File: src/rtl/fir_out_decimator_if.sv
// Handshake bundle between the FIR decimator and its producer/consumer.
// master: the decimator side; slave: the filter/consumer side.
interface fir_out_decimator_if #(
  parameter int unsigned OUT_W = 16,
  parameter int unsigned DEPTH = 8
) ();
  localparam int unsigned FillW = $clog2(DEPTH) + 1;

  logic             in_valid;
  logic [31:0]      data_in;
  logic [OUT_W-1:0] out_data;
  logic             out_valid;
  logic             out_ready;
  logic [FillW-1:0] fill_level;
  logic             overflow;

  modport master (
    input  in_valid, data_in, out_ready,
    output out_data, out_valid, fill_level, overflow
  );

  modport slave (
    output in_valid, data_in, out_ready,
    input  out_data, out_valid, fill_level, overflow
  );
endinterface

File: src/rtl/fir_out_decimator.sv
// Decimates the FIR accumulator output, rounds/shifts/narrows it and buffers it in a FWFT FIFO.
// Define DEC_SAT_EN to clamp the narrowed result instead of wrapping it.
module fir_out_decimator #(
  parameter int unsigned DECIM = 4,
  parameter int unsigned SHIFT = 15,
  parameter int unsigned OUT_W = 16,
  parameter int unsigned DEPTH = 8
) (
  input  logic                clk,
  input  logic                rst,
  fir_out_decimator_if.master bus_io
);
  localparam int unsigned PhW = (DECIM > 1) ? $clog2(DECIM) : 1;
  localparam int unsigned AW  = $clog2(DEPTH);
  localparam logic signed [32:0] RndC = 33'sd1 <<< (SHIFT - 1);

  logic [PhW-1:0]   phase_q, phase_d;
  logic             s1_valid_q, s1_valid_d;
  logic [OUT_W-1:0] s1_data_q, s1_data_d;
  logic [OUT_W-1:0] mem_q [DEPTH];
  logic [OUT_W-1:0] mem_d [DEPTH];
  logic [AW:0]      rd_ptr_q, rd_ptr_d, wr_ptr_q, wr_ptr_d;
  logic             overflow_q, overflow_d;

  logic signed [32:0] sum, r;
  logic [OUT_W-1:0]   narrowed;
  logic               keep, empty, full, pop, push_ok;

  // Rounding add then floor shift gives round-half-up.
  always_comb begin
    sum = $signed({bus_io.data_in[31], bus_io.data_in}) + RndC;
    r   = sum >>> SHIFT;
  end

`ifdef DEC_SAT_EN
  localparam logic signed [32:0] MaxV = (33'sd1 <<< (OUT_W - 1)) - 33'sd1;
  localparam logic signed [32:0] MinV = -(33'sd1 <<< (OUT_W - 1));

  always_comb begin
    if (r > MaxV) begin
      narrowed = MaxV[OUT_W-1:0];
    end else if (r < MinV) begin
      narrowed = MinV[OUT_W-1:0];
    end else begin
      narrowed = r[OUT_W-1:0];
    end
  end
`else
  logic unused_r_hi;
  assign unused_r_hi = ^r[32:OUT_W];
  assign narrowed    = r[OUT_W-1:0];
`endif

  always_comb begin
    keep       = bus_io.in_valid && (phase_q == '0);
    phase_d    = phase_q;
    if (bus_io.in_valid) begin
      phase_d = (phase_q == PhW'(DECIM - 1)) ? '0 : phase_q + PhW'(1);
    end
    s1_valid_d = keep;
    s1_data_d  = keep ? narrowed : s1_data_q;
  end

  // Pointers carry one extra wrap bit to tell full from empty.
  always_comb begin
    empty      = (rd_ptr_q == wr_ptr_q);
    full       = (rd_ptr_q[AW] != wr_ptr_q[AW]) && (rd_ptr_q[AW-1:0] == wr_ptr_q[AW-1:0]);
    pop        = !empty && bus_io.out_ready;
    push_ok    = s1_valid_q && (!full || pop);
    rd_ptr_d   = rd_ptr_q + {{AW{1'b0}}, pop};
    wr_ptr_d   = wr_ptr_q + {{AW{1'b0}}, push_ok};
    overflow_d = overflow_q || (s1_valid_q && !push_ok);
    mem_d      = mem_q;
    if (push_ok) begin
      mem_d[wr_ptr_q[AW-1:0]] = s1_data_q;
    end
  end

  always_ff @(posedge clk) begin
    if (rst) begin
      phase_q    <= '0;
      s1_valid_q <= 1'b0;
      s1_data_q  <= '0;
      rd_ptr_q   <= '0;
      wr_ptr_q   <= '0;
      overflow_q <= 1'b0;
      for (int unsigned i = 0; i < DEPTH; i++) begin
        mem_q[i] <= '0;
      end
    end else begin
      phase_q    <= phase_d;
      s1_valid_q <= s1_valid_d;
      s1_data_q  <= s1_data_d;
      rd_ptr_q   <= rd_ptr_d;
      wr_ptr_q   <= wr_ptr_d;
      overflow_q <= overflow_d;
      mem_q      <= mem_d;
    end
  end

  assign bus_io.out_valid  = !empty;
  assign bus_io.out_data   = empty ? '0 : mem_q[rd_ptr_q[AW-1:0]];
  assign bus_io.fill_level = wr_ptr_q - rd_ptr_q;
  assign bus_io.overflow   = overflow_q;
endmodule

File: src/flat_wrapper.sv
// flat-port wrapper written by rule: the top's interface ports become plain ports
module fir_out_decimator_flat 
#(
  parameter int unsigned DECIM = 4,
  parameter int unsigned SHIFT = 15,
  parameter int unsigned OUT_W = 16,
  parameter int unsigned DEPTH = 8
)
  (clk, rst, bus_io_in_valid, bus_io_data_in, bus_io_out_ready, bus_io_out_data, bus_io_out_valid, bus_io_fill_level, bus_io_overflow);
  fir_out_decimator_if #(.OUT_W(OUT_W), .DEPTH(DEPTH)) bus_io_i ();
  input  logic clk;
  input  logic rst;
  input wire logic [$bits(bus_io_i.in_valid)-1:0] bus_io_in_valid;
  input wire logic [$bits(bus_io_i.data_in)-1:0] bus_io_data_in;
  input wire logic [$bits(bus_io_i.out_ready)-1:0] bus_io_out_ready;
  output wire logic [$bits(bus_io_i.out_data)-1:0] bus_io_out_data;
  output wire logic [$bits(bus_io_i.out_valid)-1:0] bus_io_out_valid;
  output wire logic [$bits(bus_io_i.fill_level)-1:0] bus_io_fill_level;
  output wire logic [$bits(bus_io_i.overflow)-1:0] bus_io_overflow;
  assign bus_io_i.in_valid = bus_io_in_valid;
  assign bus_io_i.data_in = bus_io_data_in;
  assign bus_io_i.out_ready = bus_io_out_ready;
  assign bus_io_out_data = bus_io_i.out_data;
  assign bus_io_out_valid = bus_io_i.out_valid;
  assign bus_io_fill_level = bus_io_i.fill_level;
  assign bus_io_overflow = bus_io_i.overflow;
  fir_out_decimator #(.DECIM(DECIM), .SHIFT(SHIFT), .OUT_W(OUT_W), .DEPTH(DEPTH)) u_core (.clk(clk), .rst(rst), .bus_io(bus_io_i));
endmodule
File: config.mk
export PLATFORM = sky130hd
export DESIGN_NAME = fir_out_decimator_flat
export DESIGN_NICKNAME = d
export VERILOG_FILES = /design/src/rtl/fir_out_decimator_if.sv /design/src/rtl/fir_out_decimator.sv /design/src/flat_wrapper.sv
export SDC_FILE = /design/constraint.sdc
export NUM_CORES = 1
export LEC_CHECK = 0
export CAP_MARGIN = 5
export CORE_MARGIN = 8
export CORE_UTILIZATION = 50
export DETAILED_ROUTE_END_ITERATION = 16
export PLACE_DENSITY = 0.75
export SETUP_SLACK_MARGIN = 0.3
export SLEW_MARGIN = 20
export SYNTH_ARGS = -nofsm -noshare
export SYNTH_HDL_FRONTEND = slang
export SYNTH_SLANG_ARGS = --single-unit
File: constraint.sdc
create_clock -name clk -period 5.9 [get_ports clk]
set_input_delay 1.77 -clock clk [delete_from_list [all_inputs] [get_ports clk]]
set_output_delay 1.77 -clock clk [all_outputs]
set_load 0.01 [all_outputs]
==> summary.md <==
| Metric | Value |
|---|---|
| CTS buffer count | `17` |
| Syn Nets | `769` |
| Worst reg2reg path depth | `6` |
| Status | `completed` |
| CP max FO | `18` |
| Max Cap Violations | `0` |
| Setup crit start | `u_core.rd_ptr_q[3]` |
| Vias | `~5200` |
| First-pass iteration count of the detailed router | `5` |
| DRC violation count after routing | `0` |
| GP Congestion | `0.760` |
| Overall power | `0.00249 W` |
| Die Y | `136 um` |
| Synthesized area per cell | `10.0 um2` |
| Number of antenna diodes | `0` |
| Pint | `0.00190 W` |
| # hold bufs at CTS | `0` |
| Setup violators final | `0` |
| Warnings, synthesis | `0` |
| Crit. End Element | `output pin` |
| Synth Flop Type | `dfxtp_1` |
| Ports | `between 50 and 60` |
| CTS tree | `done` |
| CTS max path bufs | `2` |
| Cell total after placement | `890` |
| Power Dens Cells | `304 mW/mm2` |
| Final Cycle Share | `0.819` |
| Fraction of layout cells with a size suffix above 1 | `0.107` |
| Postcts setup bufs | `0` |
| Clock Skew | `0.00910 ns` |
| Grt ovf | `0` |
| Layout Nets | `between 700 and 800` |
| R2R Setup Slk | `between 2 and 3 ns` |
| Rel. slew slack | `0.297` |
| Clock power share | `0.461` |
| Seq cells post-synth | `approximately 160` |
| Vias in the first global route | `roughly 5200` |
| Net switching power | `0.000594 W` |
| Die W | `approximately 140 um` |
| CP Data Required Time | `~4.1 ns` |
| Clk root buf | `clkbuf_16` |
| Worst Hold Path EP | `u_core.mem_q[116]` |
| Async S/R FF share, synth | `0` |
| Switching Fraction | `0.238` |
| Initial Util | `0.506` |
| Total Neg Setup Slack | `0 ns` |
| Yosys cell types | `41` |
| Comb power frac | `0.094` |
| LEAKAGE | `3.66 nW` |
| HP Class | `flip-flop to flip-flop` |
| Number of synthesized flops with an enable pin | `0` |
| Hpwl dp | `roughly 9.9 mm` |
| Routed wire length | `16.5 mm` |
| Post-Synthesis Cells | `slightly above 700` |
| PostCTS Resize Cnt | `0` |
| Largest net degree at the start of global routing | `about 110` |
| Final min period | `4.83 ns` |
| Synth-to-Final Area Change | `13.3%` |
| CTS sink cnt | `156` |
| Worst Hold Launch | `u_core.mem_q[116]` |
| Core Rows | `44` |
| Sequential power share | `0.445` |
| WP data arrival | `3.06 ns` |
| Clk pin slew, worst setup/hold paths | `0.06 ns` |
| Clk_lat worst skew | `approximately 0.42 ns` |
| IR drop worst, VDD | `0.209 mV` |
| Seq/Total Area, Yosys | `0.431` |
| Initial antenna violation count | `0` |
| Hold path cells | `2` |
| H-tree depth | `4` |
| GRT Util Overall | `0.182` |
| DR vias/cell | `5.64` |
| Post-Syn Area | `0.00724 mm2` |
| Remaining antenna violation count | `0` |
| Peak Freq | `~210 MHz` |
| WL/cell | `17.9 um` |
| Port Buffer Count | `42` |
| First-pass GRT wire length | `26.4 mm` |
| Critical path class | `flip-flop to output pin` |
| RSZ-0062 raised after global routing | `false` |
| Slew Limit Fails | `0` |
| Crit Reg-Reg Endpoint | `u_core.mem_q[16]` |
| Worst Tran Pin Value | `1.05 ns` |
| Final Instance Count excl. Fillers | `just over 900` |
| FILL cells | `1163` |
| DRT iter0 DRCs | `410` |
| Reg-to-Reg Start | `u_core.rd_ptr_q[2]` |
| Hold Vio Cnt, Final | `0` |
| Startpoint types | `flip-flop` |
| Die area | `0.0186 mm2` |
| Placeable Area | `0.0143 mm2` |
[worst max-delay path by stage]
stage                     depth (start not counted)  slack [ns]                   to
after floorplan                                   8        2.04  bus_io_out_data[10]
after global placement                            4        1.24   bus_io_out_data[7]
after detailed placement                          4        1.24   bus_io_out_data[7]
after CTS                                         4        0.72   bus_io_out_data[7]
after global routing                              4        0.95   bus_io_out_data[4]
final                                             4        1.07   bus_io_out_data[4]
[placed cells by master (no fill, tap or decap), types with 4 or more instances in the layout]
| cell type | instances |
|---|---|
| a211oi_1 | 11 |
| nor3_1 | 4 |
| nand2_1 | 73 |
| nor4_1 | 6 |
| nor2_1 | 139 |
| xnor2_1 | 12 |
| mux4_2 | 32 |
| clkinvlp_4 | 4 |
| o211ai_4 | 7 |
| a21oi_1 | 35 |
| xor2_1 | 4 |
| nand4_1 | 4 |
| ha_1 | 10 |
| nand3_1 | 6 |
| clkdlybuf4s50_1 | 41 |
| dfxtp_1 | 155 |
| inv_1 | 13 |
| bufinv_16 | 4 |
| nor2b_1 | 9 |
| buf_4 | 6 |
| clkbuf_16 | 17 |
| mux2i_1 | 115 |
[cells in the mapped netlist, types with 2 or more instances]
master | number | area [um2]
a21oi_1 | 35 | 175
buf_2 | 24 | 120
inv_1 | 13 | 48.8
a211oi_1 | 11 | 82.6
a311oi_1 | 2 | 17.5
nor4_1 | 6 | 37.5
mux2i_1 | 115 | 1150
xor2_1 | 4 | 35.0
nand4_1 | 4 | 25.0
dfxtp_1 | 156 | 3120
buf_12 | 5 | 100
buf_1 | 3 | 11.3
and4_1 | 2 | 17.5
nand3_1 | 6 | 30.0
or3_1 | 2 | 12.5
o211ai_4 | 5 | 106
xnor2_1 | 12 | 105
nand2_1 | 73 | 274
o21ai_0 | 2 | 10.0
buf_6 | 4 | 45.0
clkbuf_1 | 25 | 93.8
nor2b_1 | 9 | 56.3
mux4_2 | 32 | 721
o211ai_2 | 3 | 37.5
nor3_1 | 4 | 20.0
and2_1 | 3 | 18.8
ha_1 | 10 | 125
nor2_1 | 139 | 522
[registers in the layout, indices dropped and copies added, names as in the netlist]
register                cells
u_core.bus_io.overflow      1
u_core.mem_q              128
u_core.phase_q              2
u_core.rd_ptr_q             4
u_core.s1_data_q           16
u_core.s1_valid_q           1
u_core.wr_ptr_q             4
[cell families (layout without fill, tap and decap cells)]
kind of cell    Yosys count  count (layout)  synth area share
compound gates           63              63            0.0648
xor+xnor                 17              17            0.0216
fa+ha+maj                11              11            0.0200
buf+inv                  77              93            0.0601
flops                   156             156             0.431
mux                     147             147             0.259
simple gates            251             251             0.143
[power groups by stage]
stage          combinational, W  sequential, W  clock, W
5_1_grt                0.000256        0.00111   0.00120
2_1_floorplan          0.000192        0.00110         0
3_3_place_gp           0.000232        0.00113         0
6_report               0.000234        0.00111   0.00115
3_5_place_dp           0.000237        0.00113         0
4_1_cts                0.000238        0.00111   0.00116
[per-stage QoR]
stage	hold slack, ns	setup WS [ns]	utilization	cell area [um2]
global placement	0.438	1.24	0.528	7560
detailed placement	0.448	1.24	0.528	7560
global route	0.484	0.946	0.573	8200
finish	0.460	1.07	0.573	8200
CTS	0.457	0.725	0.572	8190
floorplan	0.433	2.04	-	7240
[worst max-delay path: stages (launching register included)]
cell and delay [ns]:
dfxtp_1 0.37, xnor2_4 0.61, and4_1 0.89, a21oi_1 0.19
clkdlybuf4s50_1 0.56
[final cells by class]
class                   instances  area [um2]  area share
clock buffers                  22         464      0.0566
clock inverters                10         164      0.0200
inverters                      14        52.6     0.00641
multi-input cells             489        3710       0.452
flip-flops and latches        156        3120       0.381
well taps                     184         230      0.0281
repair buffers                 47         455      0.0555
[metal layers]
metal,vias up,part of all wire,global-route usage
met2,144,0.51,0.320
met4,0,0.013,0.0628
li1,2494,-,-
met1,2547,0.43,0.215
met5,-,0,0
met3,18,0.042,0.0362
No activity file was read; power rests on OpenSTA's default activity.
